$ cat src/rtl/ripple_carry_adder_if.sv
// Operand/result bundle for the registered ripple-carry adder.
// The master drives operands; the slave (the adder) returns the registered result.
interface ripple_carry_adder_if #(
    parameter int WIDTH = 4
);
    logic             in_valid;
    logic [WIDTH-1:0] A;
    logic [WIDTH-1:0] B;
    logic             Cin;
    logic [WIDTH-1:0] Sum;
    logic             Cout;
    logic             Overflow;
    logic             out_valid;

    modport master (
        output in_valid, A, B, Cin,
        input  Sum, Cout, Overflow, out_valid
    );

    modport slave (
        input  in_valid, A, B, Cin,
        output Sum, Cout, Overflow, out_valid
    );
endinterface

$ cat src/rtl/ripple_carry_adder.sv
// Registered WIDTH-bit ripple-carry adder with carry-in and signed overflow flag.
// The carry chain is an explicit array of 1-bit full-adder cells, LSB to MSB,
// followed by a single output register stage with a valid qualifier.

// One full-adder cell of the chain.
module ripple_carry_adder_fa (
    input  logic a,
    input  logic b,
    input  logic ci,
    output logic s,
    output logic co
);
    logic p;

    // Propagate term shared by the sum and carry paths.
    assign p  = a ^ b;
    assign s  = p ^ ci;
    assign co = (a & b) | (ci & p);
endmodule

module ripple_carry_adder #(
    parameter int WIDTH = 4
) (
    input  logic                  clk,
    input  logic                  rst,
    ripple_carry_adder_if.slave   bus
);
    // c[i] is the carry into cell i; c[0] is Cin, c[WIDTH] is the carry out.
    logic [WIDTH:0]   c;
    logic [WIDTH-1:0] a_w;
    logic [WIDTH-1:0] b_w;
    logic [WIDTH-1:0] s_w;

    logic [WIDTH-1:0] sum_q;
    logic             cout_q;
    logic             ovf_q;
    logic             vld_q;

    assign a_w  = bus.A;
    assign b_w  = bus.B;
    assign c[0] = bus.Cin;

    // Array of cells: cell i takes c[i] and hands c[i+1] to cell i+1.
    ripple_carry_adder_fa u_fa [WIDTH-1:0] (
        .a  (a_w),
        .b  (b_w),
        .ci (c[WIDTH-1:0]),
        .s  (s_w),
        .co (c[WIDTH:1])
    );

    // Output register: reset wins, in_valid captures, otherwise hold data and drop valid.
    always_ff @(posedge clk) begin
        if (rst) begin
            sum_q  <= '0;
            cout_q <= 1'b0;
            ovf_q  <= 1'b0;
            vld_q  <= 1'b0;
        end else begin
            vld_q <= bus.in_valid;
            if (bus.in_valid) begin
                sum_q  <= s_w;
                cout_q <= c[WIDTH];
                // Signed overflow: carry into the MSB differs from carry out of it.
                // For WIDTH = 1 the carry into the MSB is Cin itself (c[0]).
                ovf_q  <= c[WIDTH] ^ c[WIDTH-1];
            end
        end
    end

    assign bus.Sum       = sum_q;
    assign bus.Cout      = cout_q;
    assign bus.Overflow  = ovf_q;
    assign bus.out_valid = vld_q;
endmodule

$ cat src/flat_wrapper.sv
// flat-port wrapper written by rule: the top's interface ports become plain ports
module ripple_carry_adder_flat 
#(
    parameter int WIDTH = 4
)
  (clk, rst, bus_in_valid, bus_A, bus_B, bus_Cin, bus_Sum, bus_Cout, bus_Overflow, bus_out_valid);
  ripple_carry_adder_if #(.WIDTH(WIDTH)) bus_i ();
  input  logic clk;
  input  logic rst;
  input wire logic [$bits(bus_i.in_valid)-1:0] bus_in_valid;
  input wire logic [$bits(bus_i.A)-1:0] bus_A;
  input wire logic [$bits(bus_i.B)-1:0] bus_B;
  input wire logic [$bits(bus_i.Cin)-1:0] bus_Cin;
  output wire logic [$bits(bus_i.Sum)-1:0] bus_Sum;
  output wire logic [$bits(bus_i.Cout)-1:0] bus_Cout;
  output wire logic [$bits(bus_i.Overflow)-1:0] bus_Overflow;
  output wire logic [$bits(bus_i.out_valid)-1:0] bus_out_valid;
  assign bus_i.in_valid = bus_in_valid;
  assign bus_i.A = bus_A;
  assign bus_i.B = bus_B;
  assign bus_i.Cin = bus_Cin;
  assign bus_Sum = bus_i.Sum;
  assign bus_Cout = bus_i.Cout;
  assign bus_Overflow = bus_i.Overflow;
  assign bus_out_valid = bus_i.out_valid;
  ripple_carry_adder #(.WIDTH(WIDTH)) u_core (.clk(clk), .rst(rst), .bus(bus_i));
endmodule
$ cat config.mk
export PLATFORM = sky130hd
export DESIGN_NAME = ripple_carry_adder_flat
export DESIGN_NICKNAME = d
export VERILOG_FILES = /design/src/rtl/ripple_carry_adder_if.sv /design/src/rtl/ripple_carry_adder.sv /design/src/flat_wrapper.sv
export SDC_FILE = /design/constraint.sdc
export NUM_CORES = 1
export LEC_CHECK = 0
export CAP_MARGIN = 0
export CORE_AREA = 2 2 39 41
export CTS_BUF_LIST = sky130_fd_sc_hd__clkbuf_4 sky130_fd_sc_hd__clkbuf_8
export DETAILED_ROUTE_END_ITERATION = 10
export DIE_AREA = 0 0 41 43
export PLACE_DENSITY = 0.55
export SLEW_MARGIN = 10
export SYNTH_ARGS = -nofsm -noshare
export SYNTH_HDL_FRONTEND = slang
export SYNTH_SLANG_ARGS = --single-unit
$ cat constraint.sdc
create_clock -name clk -period 4.4 [get_ports clk]
set_input_delay 0.88 -clock clk [delete_from_list [all_inputs] [get_ports clk]]
set_output_delay 0.88 -clock clk [all_outputs]
set_load 0.01 [all_outputs]
==> implementation parameters <==
Parameter                              Value

Detailed routing
  Total via count after detailed routing ... 275
  DRC violation count after routing ... 0
  WL per Instance ... 8.66 um
  Violation count after the first detailed-routing iteration ... 2
  Total detailed-routing wirelength ... 606 um
  Post-route ant nets ... 0
  Number of iterations in the first detailed-routing pass ... 2
  Via density per instance ... 3.93

Placed design
  HPWL after DPL ... 513 um
  Global placement routability congestion ... 0.703
  Placement Cell Area ... 548 um^2
  Number of input and output port buffers inserted ... 18
  Cell Count Post-Placement ... 66

Global routing
  Global-route wire length before repair ... 1030 um
  Combined global-route utilization of all metal layers ... 9.15%
  Total grt overflow ... 0
  Maximum number of pins on one net before global-route repair ... 11
  Antenna violations before repair ... 0
  Number of global-route vias before repair ... 252

Synth
  Net count after synthesis ... 49
  Most frequent cells after synthesis ... sky130_fd_sc_hd__dfxtp_1, sky130_fd_sc_hd__inv_1, sky130_fd_sc_hd__fa_1, sky130_fd_sc_hd__nor2_1, sky130_fd_sc_hd__a211oi_1
  Synth Area in Compound Gates ... 8.36%
  Warnings from Yosys ... 0
  Top cell type's share of synthesized area ... 39.0%
  Cells taking the most area after synthesis ... sky130_fd_sc_hd__dfxtp_1, sky130_fd_sc_hd__fa_1, sky130_fd_sc_hd__inv_1, sky130_fd_sc_hd__a211oi_1, sky130_fd_sc_hd__mux2i_1
  Multiplexer share of the synthesized area ... 5.57%
  Synthesized cell area ... 359 um^2
  Synthesized-area fraction occupied by xor and xnor cells ... 2.44%
  Number of synthesized flops with an enable pin ... 0
  Cell accounting for the most synthesized area ... sky130_fd_sc_hd__dfxtp_1
  Sequential element share of the synthesized area ... 39.0%
  Post-Synth Simple-Gate Area ... 11.8%
  Number of distinct standard cells referenced by the synthesized netlist ... 12
  Seq cells post-synth ... 7
  Arithmetic-cell share of the synthesized area counting full adders, half adders and majority gates ... 22.3%
  Cells after Synth ... 33
  Async set-or-reset flop fraction in the synthesized netlist ... 0%
  Main combinational cell family by area after synthesis ... adder cells
  Top_reg_cell synth ... sky130_fd_sc_hd__dfxtp_1
  Mean post-synth cell area ... 10.9 um^2

Power and ir drop
  Cell area power density ... 312 mW/mm^2
  Static Leak ... 0.256 nW
  VDD IR-drop max ... 82.1 uV

Critical path
  Worst endpoint data arrival time ... 3090 ps
  Type of element launching the critical path ... primary input
  Worst-path fanout max ... 2
  Endpoint type of the worst setup path ... register
  Critical setup path kind ... in2reg
  CP required ... 4560 ps

Clock tree
  Resize count post-CTS ... 0
  Clock tree from TritonCTS ... built
  Total setup buffers inserted after CTS ... 0
  Hold bufs inserted after CTS ... 0
  Clock insertion delay at the later pin of the skew report ... 240 ps
  Clock Pin Slew Worst Setup and Hold Paths ... 50 ps
  Buffers from clock root to sink, at most ... 2
  Clock net sink count ... 7
  Buffer cell driving the clock tree root ... sky130_fd_sc_hd__clkbuf_4
  Number of buffers inserted during clock tree synthesis ... 3
  H-tree level count ... 1

Flow run
  Max-cap check violation count ... 0

Status
  Outcome ... complete, no violations

Floorplan
  Die boundary width ... 41 um
  Core Box Area ... 0.00138 mm^2
  Die area ... 0.00176 mm^2
  Number of core rows ... 14
  Die Y ... 43 um
  Boundary pin count ... 19
  Starting density of the core ... 25.9%

Timing
  Worst Clk Skew ... 0 ps
  Post-route minimum period ... 2930 ps
  Max Fclk ... 341 MHz
  Final Slew Violations ... 0
  Worst slew slack as a fraction of its limit ... 74.3%
  Final setup violation count ... 0
  Setup total negative slack ... 0 ps
  Worst slew pin tran ... 384 ps
  Count of final hold-check violations ... 0
  Fin crit share ... 66.6%
  Unrepaired setup endpoints after global routing ... false

Layout
  Post-route cell area ... 578 um^2
  Area growth from synthesis to layout ... 61.0%
  Proportion of layout cells with a drive suffix above 1 ... 11.1%
  Total number of nets in the final design ... 71
  Fillers ... 142
  Finished Layout Cells ... 70
  Diode count ... 0
  Sequential cell area in the final layout ... 140 um^2
  Multi-input gate area in the final layout ... 181 um^2

Hold path
  Tightest Hold Check Type ... reg2reg
==> metal layers <==
metal | vias to the layer above | global-route usage [%] | wire, um
met1 | 120 | 11.7 | 271
li1 | 143 | - | -
met3 | 2 | 1.57 | 44
met4 | 0 | 10.0 | 10
met2 | 10 | 11.6 | 278
met5 | - | 0 | 0
==> power breakdown <==
part	total, mW	switching [mW]	internal [mW]
logic	0.0454	0.0175	0.0280
registers	0.0719	0.00251	0.0693
clock network	0.0631	0.0225	0.0407
total	0.180	0.0424	0.138
==> worst paths after layout <==
check,cells after the start,slack (ps),start,end
max,9,1470,bus_Cin,u_core.bus.Sum[3]
min,2,470,u_core.bus.Sum[1],u_core.bus.Sum[1]
max reg2reg,2,3710,u_core.bus.Overflow,u_core.bus.Overflow
min reg2reg,2,470,u_core.bus.Sum[1],u_core.bus.Sum[1]
==> critical path: stages <==
cell	delay (ps)
sky130_fd_sc_hd__clkdlybuf4s50_1	430
sky130_fd_sc_hd__fa_1	410
sky130_fd_sc_hd__inv_1	70
sky130_fd_sc_hd__fa_1	150
sky130_fd_sc_hd__inv_1	50
sky130_fd_sc_hd__fa_1	390
sky130_fd_sc_hd__inv_1	80
sky130_fd_sc_hd__fa_1	400
sky130_fd_sc_hd__a211oi_1	220
==> cells by family (layout without fill, tap and decap cells) <==
kind of cell               after synthesis  count (layout)
AOI/OAI and AO/OA                        4               4
and+or+nand+nor                          7               7
muxes                                    2               2
xor gates and xnor gates                 1               1
adders and majority gates                4               4
buffers and inverters                    8              29
DFF                                      7               7
==> final cells by class <==
| type | instances | share of cell area [%] |
|---|---|---|
| multi-input cells | 18 | 31.4 |
| flip-flops and latches | 7 | 24.2 |
| well taps | 16 | 3.46 |
| clock buffers | 4 | 5.19 |
| repair buffers | 18 | 31.2 |
| inverters | 7 | 4.55 |
==> registers in the layout, indices dropped and copies added (netlist names) <==
name                  flops
u_core.bus.Overflow       1
u_core.bus.Cout           1
u_core.bus.out_valid      1
u_core.bus.Sum            4
==> through the flow <==
| step | utilization, % | worst slack (ps) | hold slack (ps) | total power, mW |
|---|---|---|---|---|
| global route | 41.8 | 1280 | 505 | 0.194 |
| finish | 41.8 | 1470 | 472 | 0.180 |
| CTS | 41.8 | 1450 | 474 | 0.184 |
| global placement | 39.6 | 1210 | 465 | 0.119 |
| floorplan | - | 1720 | 495 | 0.0945 |
| detailed placement | 39.6 | 1190 | 467 | 0.120 |
==> placed cells by master, fill, tap and decap left out <==
cell type / instances
sky130_fd_sc_hd__clkdlybuf4s50_1: 18
sky130_fd_sc_hd__inv_1: 7
sky130_fd_sc_hd__dfxtp_1: 7
sky130_fd_sc_hd__nor2_1: 4
sky130_fd_sc_hd__fa_1: 4
sky130_fd_sc_hd__clkbuf_4: 4
sky130_fd_sc_hd__a211oi_1: 3
sky130_fd_sc_hd__mux2i_1: 2
sky130_fd_sc_hd__nor2b_4: 1
sky130_fd_sc_hd__xnor2_1: 1
sky130_fd_sc_hd__nor3b_1: 1
sky130_fd_sc_hd__a21o_1: 1
sky130_fd_sc_hd__nor2_2: 1
(Power assumes the default switching activity.)
